===== src/rtl/alu_pipe.sv =====
// Registered ALU with valid/ready handshakes, carry-chained ADC/SBC and bit-serial shifts (amt+1 cycles).
// ALU_SAT_EN enables signed saturating add/sub on ops 13/14; otherwise ops 13-15 are reserved.
module alu_pipe #(
  parameter int WIDTH = 8
) (
  input  logic             clk,
  input  logic             rst_n,
  input  logic             in_valid,
  output logic             in_ready,
  input  logic [WIDTH-1:0] A,
  input  logic [WIDTH-1:0] B,
  input  logic [3:0]       Op,
  output logic             out_valid,
  input  logic             out_ready,
  output logic [WIDTH-1:0] Out,
  output logic             C_Out,
  output logic             Overflow,
  output logic             Negative,
  output logic             Zero,
  output logic             Illegal
);

  localparam int SHW = $clog2(WIDTH);
  localparam logic [WIDTH-1:0] SMAX = {1'b0, {(WIDTH-1){1'b1}}};
  localparam logic [WIDTH-1:0] SMIN = {1'b1, {(WIDTH-1){1'b0}}};

  typedef enum logic [1:0] {IDLE, SHIFT, HOLD} state_t;

  state_t           state_q;
  logic             alive_q;
  logic             cf_q;
  logic [WIDTH-1:0] out_q;
  logic             c_q, ov_q, neg_q, zero_q, ill_q;
  logic [SHW-1:0]   cnt_q;
  logic [1:0]       shop_q;

  logic             accept;
  logic [SHW-1:0]   amt;
  logic [WIDTH-1:0] add_b;
  logic             add_cin;
  logic [WIDTH:0]   add_sum;
  logic             add_ov;
  logic [WIDTH-1:0] res;
  logic             res_c, res_ov, res_ill, go_shift;
  logic [WIDTH-1:0] sh_nxt;
  logic             sh_c;

  assign in_ready = alive_q && (state_q == IDLE || (state_q == HOLD && out_ready));
  assign accept   = in_valid && in_ready;
  assign amt      = B[SHW-1:0];

  // Subtractions share the adder as A + ~B + cin so C_Out reads as no-borrow.
  always_comb begin
    add_b   = B;
    add_cin = 1'b0;
    case (Op)
      4'd1, 4'd14: begin add_b = ~B; add_cin = 1'b1; end
      4'd2:        begin add_b = '0; add_cin = 1'b1; end
      4'd8:        add_cin = cf_q;
      4'd9:        begin add_b = ~B; add_cin = cf_q; end
      default: ;
    endcase
  end

  assign add_sum = {1'b0, A} + {1'b0, add_b} + {{WIDTH{1'b0}}, add_cin};
  assign add_ov  = (A[WIDTH-1] == add_b[WIDTH-1]) && (add_sum[WIDTH-1] != A[WIDTH-1]);

  always_comb begin
    res      = '0;
    res_c    = 1'b0;
    res_ov   = 1'b0;
    res_ill  = 1'b0;
    go_shift = 1'b0;
    case (Op)
      4'd0, 4'd1, 4'd2, 4'd8, 4'd9: begin
        res    = add_sum[WIDTH-1:0];
        res_c  = add_sum[WIDTH];
        res_ov = add_ov;
      end
      4'd3: res = A;
      4'd4: res = A & B;
      4'd5: res = A | B;
      4'd6: res = A ^ B;
      4'd7: res = ~A;
      4'd10, 4'd11, 4'd12: begin
        res      = A;
        go_shift = (amt != '0);
      end
`ifdef ALU_SAT_EN
      4'd13, 4'd14: begin
        res    = add_ov ? (A[WIDTH-1] ? SMIN : SMAX) : add_sum[WIDTH-1:0];
        res_ov = add_ov;
      end
`endif
      default: res_ill = 1'b1;
    endcase
  end

  // shop_q holds Op[1:0]: 2'b10 SHL, 2'b11 SHR, 2'b00 ASR.
  always_comb begin
    case (shop_q)
      2'b10:   begin sh_nxt = {out_q[WIDTH-2:0], 1'b0};         sh_c = out_q[WIDTH-1]; end
      2'b11:   begin sh_nxt = {1'b0, out_q[WIDTH-1:1]};         sh_c = out_q[0];       end
      default: begin sh_nxt = {out_q[WIDTH-1], out_q[WIDTH-1:1]}; sh_c = out_q[0];     end
    endcase
  end

  always_ff @(posedge clk or negedge rst_n) begin
    if (!rst_n) begin
      state_q <= IDLE;
      alive_q <= 1'b0;
      cf_q    <= 1'b0;
      out_q   <= '0;
      c_q     <= 1'b0;
      ov_q    <= 1'b0;
      neg_q   <= 1'b0;
      zero_q  <= 1'b0;
      ill_q   <= 1'b0;
      cnt_q   <= '0;
      shop_q  <= 2'b00;
    end else begin
      alive_q <= 1'b1;
      case (state_q)
        SHIFT: begin
          out_q <= sh_nxt;
          cnt_q <= cnt_q - SHW'(1);
          if (cnt_q == SHW'(1)) begin
            state_q <= HOLD;
            c_q     <= sh_c;
            cf_q    <= sh_c;
            ov_q    <= 1'b0;
            neg_q   <= sh_nxt[WIDTH-1];
            zero_q  <= (sh_nxt == '0);
            ill_q   <= 1'b0;
          end
        end
        default: begin
          if (accept) begin
            if (go_shift) begin
              state_q <= SHIFT;
              out_q   <= A;
              cnt_q   <= amt;
              shop_q  <= Op[1:0];
            end else begin
              state_q <= HOLD;
              out_q   <= res;
              c_q     <= res_c;
              cf_q    <= res_c;
              ov_q    <= res_ov;
              neg_q   <= res[WIDTH-1];
              zero_q  <= (res == '0);
              ill_q   <= res_ill;
            end
          end else if (state_q == HOLD && out_ready) begin
            state_q <= IDLE;
          end
        end
      endcase
    end
  end

  assign out_valid = (state_q == HOLD);
  assign Out       = out_q;
  assign C_Out     = c_q;
  assign Overflow  = ov_q;
  assign Negative  = neg_q;
  assign Zero      = zero_q;
  assign Illegal   = ill_q;

endmodule


===== config.mk =====
export PLATFORM = sky130hd
export DESIGN_NAME = alu_pipe
export DESIGN_NICKNAME = d
export VERILOG_FILES = /design/src/rtl/alu_pipe.sv
export SDC_FILE = /design/constraint.sdc
export NUM_CORES = 1
export LEC_CHECK = 0
export CAP_MARGIN = 30
export CORE_UTILIZATION = 40
export CTS_BUF_LIST = sky130_fd_sc_hd__clkbuf_8
export CTS_CLUSTER_DIAMETER = 80
export DETAILED_ROUTE_END_ITERATION = 16
export GPL_TIMING_DRIVEN = 0
export HOLD_SLACK_MARGIN = 0.03
export PLACE_DENSITY = 0.71
export SYNTH_ARGS = -nofsm -noshare
export SYNTH_HDL_FRONTEND = slang
export SYNTH_SLANG_ARGS = --single-unit

===== constraint.sdc =====
create_clock -name clk -period 7.3 [get_ports clk]
set_input_delay 0.73 -clock clk [delete_from_list [all_inputs] [get_ports clk]]
set_output_delay 0.73 -clock clk [all_outputs]
set_load 0.1 [all_outputs]

[Yosys cells after proc, flatten, opt, wreduce, memory -nomap -nowiden]
Index checks and enable logic that the tools add are counted.
Storage, ports and cells
  ROM bits: 0
  bits in writable memories: 0
  input port bits: 24
  bits in latches: 0
  logic and storage cells: 104
  output and inout bits: 15
  memories: 0
  flip-flop bits (word level): 21
Operators by class
  equality and inequality tests: 22
  bitwise gates (word level): 6
  $mul: 0
  add/sub/neg operators: 3
  reduce and logical (&&, ||, !) cells: 24
  mux-type cells: 39
  $lt $le $gt $ge: 0
  divide/modulo/power cells: 0
  shift-type cells: 0
Operator list (count)
  8-bit case mux with 6 select lines: 1
  8-bit case mux with 2 select lines: 2
  4-bit == test, second input constant: 6
  1-bit 2-to-1 mux: 24
  8-bit 2-to-1 mux: 3
  4-bit by 3-bit == test with 1-bit output, second input constant: 4
  8-bit logical NOT: 2
  8-bit NOT: 2
  13-bit OR reduction: 1
  2-bit 2-to-1 mux: 5
  8-bit by 8-bit adder with 9-bit output: 1
  9-bit by 1-bit adder with 9-bit output: 1
  3-bit 2-to-1 mux: 3
  3-bit OR reduction: 3
  8-bit AND: 1
  4-bit by 2-bit == test with 1-bit output, second input constant: 2
  8-bit OR: 1
  8-bit bitwise XOR: 1
  2-bit == test, second input constant: 3
  3-bit AND reduction: 2
  3-bit nonzero test: 2
  5-bit OR reduction: 1
  4-bit by 1-bit == test with 1-bit output, second input constant: 1
  1-bit logical AND: 4
  other kinds (16): 18

[Depth between registers and ports, before layout]
  word-level depth: 11
  mapped depth: 15
  mapped depth without buffers: 12

[Least setup slack after synthesis]
Ideal clock, no wire load.
  kind: input port to flip-flop
  start: input port Op[0]
  end: register zero_q, in the netlist Zero
  arrival time: 3.792 ns
  required time: 7.205 ns
  cell stages on the path: 15
  library setup time: 0.095 ns
  buffers on the path: 3
  path slack: 3.413 ns
  cell sequence: buf_6 buf_6 buf_6 nor2b_1 o21ai_1 a222oi_1 inv_1 fa_1 fa_1 a21o_1 a21oi_1 xnor2_1 a2111oi_1 nand4_1 o32ai_2
Between the ends
  word-level cells in the longest chain between the ends: 10
  elaborated cells between the ends (all ways): 32
  those cells by class: add/sub: 2; eq/ne: 14; mux: 7; reduce/logical: 9
Ends and longest elaborated chain
  start: declaration: line 12  | input logic [3:0] Op,
  4-bit by 1-bit == test with 1-bit output (tied with other cells): line 56, 74
  3-bit OR reduction (no source line)
  8-bit case mux with 2 select lines: line 56  | case (Op)
  8-bit by 8-bit adder with 9-bit output: line 65  | assign add_sum = {1'b0, A} + {1'b0, add_b} + {{WIDTH{1'b0}}, add_cin};
  9-bit by 1-bit adder with 9-bit output: line 65
  8-bit case mux with 6 select lines: line 74  | case (Op)
  8-bit logical NOT: line 151  | zero_q <= (res == '0);
  1-bit 2-to-1 mux: line 139  | if (go_shift) begin
  1-bit 2-to-1 mux: line 138  | if (accept) begin
  1-bit 2-to-1 mux: line 123  | case (state_q)
  end signal: assignment: line 133  | zero_q <= (sh_nxt == '0);
  end signal: assignment: line 151
  end: declaration: line 33  | logic c_q, ov_q, neg_q, zero_q, ill_q;
Parallel ways exist; a longest one is shown, timed or not. The select of a mux whose other input is x is not followed.
A chain may end at the register's enable or synchronous reset.

[Worst setup path after layout]
  start: input port Op[3]
  end: register zero_q, in the netlist Zero
The elaborated chain is that of the path after synthesis.

==> impl_metrics.ini <==
[detailed_routing]
drt_iter0_markers = 239
wl_per_cell_um = 16.0
via_count = 2650
viasPerCell = 5.82
ant_nets = 0
drt_first_pass_iters = 11
routed_wl_mm = 7.30
drc = 2

[logic_synthesis]
syn-instance-count = 336
synth_nets = 387
yosys.area.top_type = dfrtp_1
syn-mean-instance-area_sq_um = 8.04
synth_cell_types = 69
synthTopCellsByArea = dfrtp_1, ha_1, mux2i_1, nand2_1, inv_1
synthesis.area_sq_um = 2700
synth_flop_cell = dfrtp_1
netlist.area_leader.share = 0.195
seq_area_frac_synth = 0.195
ys_async_sr_fraction = 1.00
ys_seq_elements = 21
synth_edf_count = 0
yosys_warnings = 0

[sta]
timing.final.crit_share = 0.640
worst_clock_skew_ns = 0.00455
finalCriticalPeriod_ns = 4.67
tns_ns = 0
finalMaxSlewViolations = 0
rsz0062_at_grt = no
hold_violations = 0
tightest_slew_ns = 0.969
fmax_mhz = 214
setup_viol = 0
slew-limit-headroom = 0.352
worst_slack_ns = 2.63

[pwr]
clkPwrFrac = 0.076
seqPwrFrac = 0.223
p_int_uw = 434
p_sw_frac = 0.581
ir_drop_mv = 0.304
p_per_area_nw_per_um2 = 320
leakagePower_nw = 1.44
p_comb_frac = 0.700
netSwitchingPower_uw = 602

[clocking]
htree_levels = 1
post-cts-setup-buffers = 0
clockBufferDepth = 2
cts_tree = done
cts_hold_buf = 0
post_cts_resized = 0
root_buffer = clkbuf_8
clock_sinks = 21
cts_made_buffers = 3
clkTransAtPathRegs_ns = 0.08
clk_latency_ns = 0.27

[placement]
numPortBuffers = 37
post-place-ws_ns = 2.41
dpl.hpwl_mm = 5.64
routabilityCongestion = 0.957

[floorplanning]
die_w_um = 84.2
start_util = 0.420
die_y_um = 84.2
ios = 39
dieArea_sq_um = 7080
row_count = 29
core-area_sq_um = 6420

[global_routing]
use_met3 = 0.0216
use_met1 = 0.289
grt_max_degree = 22
grt_pass1_wl_mm = 12.1
grt_pass1_vias = 2529
grtUsageTotal = 0.210
use_met2 = 0.357
antenna_found_initial = 0
grt-ovfl-total = 0
grt-busiest-layer = met2

[finish]
area_growth_syn_to_layout_pct = 19.9
drive_gt1_frac = 0.0714
fin_nets = 430
fill_cells = 627
diodes = 0

[critical_path]
rrSetupSlack_ns = 4.28
critPathLaunchType = input port
reg2reg_to = Zero
cp-end-kind = flip-flop
path_class = in -> reg
cp.required_ns = 7.48
cp.arrival_ns = 4.85
critPathMaxFanout = 10
worstRegToRegCells = 10
worstReg2RegStart = C_Out

[min_path]
worstHoldStart = cnt_q[1]
hp-class = reg -> reg
worstHoldPathCells = 2
hold_path_end = cnt_q[1]

[flow_run]
maxCapViolations = 0

[outcome]
status = finished with violations
violations = design-rule violations
[layout make-up]
type / count / area (sq um) / share of cell area
buffer: 18 / 108 / 0.0332
clock buffer: 3 / 41.3 / 0.0128
clock inverter: 1 / 5.00 / 0.00155
inverter: 30 / 113 / 0.0348
multi-input combinational: 267 / 1950 / 0.604
sequential: 21 / 526 / 0.162
tap: 77 / 96.3 / 0.0298
timing repair buffer: 38 / 395 / 0.122
[how the worst max path moves through the flow]
stage          start   end  depth (start not counted)
2_1_floorplan  Op[0]  Zero                         15
3_3_place_gp   Op[3]  Zero                         14
3_5_place_dp   Op[3]  Zero                         14
4_1_cts        Op[3]  Zero                         14
5_1_grt        Op[3]  Zero                         14
6_report       Op[3]  Zero                         14
[power groups by stage]
stage          registers, mW  logic [mW]  clock network [mW]
2_1_floorplan          0.447       0.325                   0
3_3_place_gp           0.232       0.709                   0
3_5_place_dp           0.233       0.719                   0
4_1_cts                0.231       0.722              0.0806
5_1_grt                0.242       0.771              0.0860
6_report               0.231       0.726              0.0787
[layout by cell type (no fill, tap or decap), drive strengths merged, types with 2 or more instances in the layout]
cell	instances
nor2b	11
nand2b	14
a222oi	7
clkdlybuf4s50	37
a211oi	6
or3	2
and3	2
or2	3
nand4	2
dfrtp	21
nand3b	5
nor2	23
o211ai	2
nand2	34
fa	2
o31ai	4
o221ai	2
mux2i	14
buf	10
a211o	3
a21o	4
ha	25
nand3	6
o22ai	7
xnor2	4
and2	4
mux2	6
a2111oi	2
a21oi	19
inv	30
o21ai	20
nor4	2
nor3b	6
clkbuf	12
or3b	2
[per-layer routing]
| metal | vias to the layer above | part of all wire |
|---|---|---|
| li1 | 1300 | - |
| met2 | 93 | 0.47 |
| met3 | 11 | 0.050 |
| met5 | - | 0 |
| met4 | 0 | 0.019 |
| met1 | 1246 | 0.46 |
[metrics by stage]
stage	total power, mW	hold WS, ns	instances	cell area [sq um]	util
2_1_floorplan	0.772	0.434	336	2700	-
3_3_place_gp	0.941	0.471	450	3170	0.493
3_5_place_dp	0.952	0.475	450	3170	0.493
4_1_cts	1.03	0.495	454	3210	0.500
5_1_grt	1.10	0.540	455	3240	0.504
6_report	1.04	0.494	455	3240	0.504
[logic make-up after synthesis]
kind of cell    Yosys count  synth area share
flops                    21             0.195
compound gates           93             0.254
xor+xnor                  5            0.0162
fa+ha+maj                27             0.131
buf+inv                  48            0.0816
mux                      21            0.0867
other cells               1           0.00139
simple gates            120             0.234
[registers in the layout, indices dropped and copies added, names as in the netlist]
| name | count |
|---|---|
| Out | 8 |
| cnt_q | 3 |
| shop_q | 2 |
| state_q | 2 |
| C_Out | 1 |
| Illegal | 1 |
| Negative | 1 |
| Overflow | 1 |
| Zero | 1 |
| alive_q | 1 |
[Yosys cell counts (2+ instances only)]
| cell type | n |
|---|---|
| a21o_1 | 4 |
| and2_1 | 4 |
| nand3b_1 | 5 |
| o211ai_1 | 2 |
| nand4_1 | 2 |
| o221ai_1 | 2 |
| nor4_1 | 2 |
| inv_1 | 30 |
| nor2_1 | 23 |
| ha_1 | 25 |
| or3_1 | 2 |
| fa_1 | 2 |
| nor2b_1 | 11 |
| nor3b_1 | 6 |
| nand2_1 | 34 |
| a21oi_1 | 18 |
| o22ai_1 | 7 |
| nand3_1 | 6 |
| o21ai_0 | 18 |
| and3_1 | 2 |
| mux2_2 | 5 |
| clkbuf_1 | 8 |
| o31ai_1 | 4 |
| buf_1 | 3 |
| a211o_1 | 3 |
| a222oi_1 | 7 |
| buf_6 | 5 |
| xnor2_1 | 4 |
| buf_2 | 2 |
| mux2i_1 | 14 |
| nand2b_1 | 14 |
| dfrtp_1 | 21 |
| a211oi_1 | 5 |
[worst max-delay path, cell delays in order]
cell and delay (ns):
clkdlybuf4s50_1 0.61, clkbuf_1 0.34, nand2b_1 0.26, o21ai_1 0.24
a222oi_1 0.41, inv_1 0.10, fa_1 0.44, fa_1 0.44
a21o_1 0.19, a21oi_1 0.17, xnor2_1 0.11, a2111oi_1 0.40
nand4_1 0.16, o32ai_2 0.26
No activity file was read; power rests on OpenSTA's default activity.
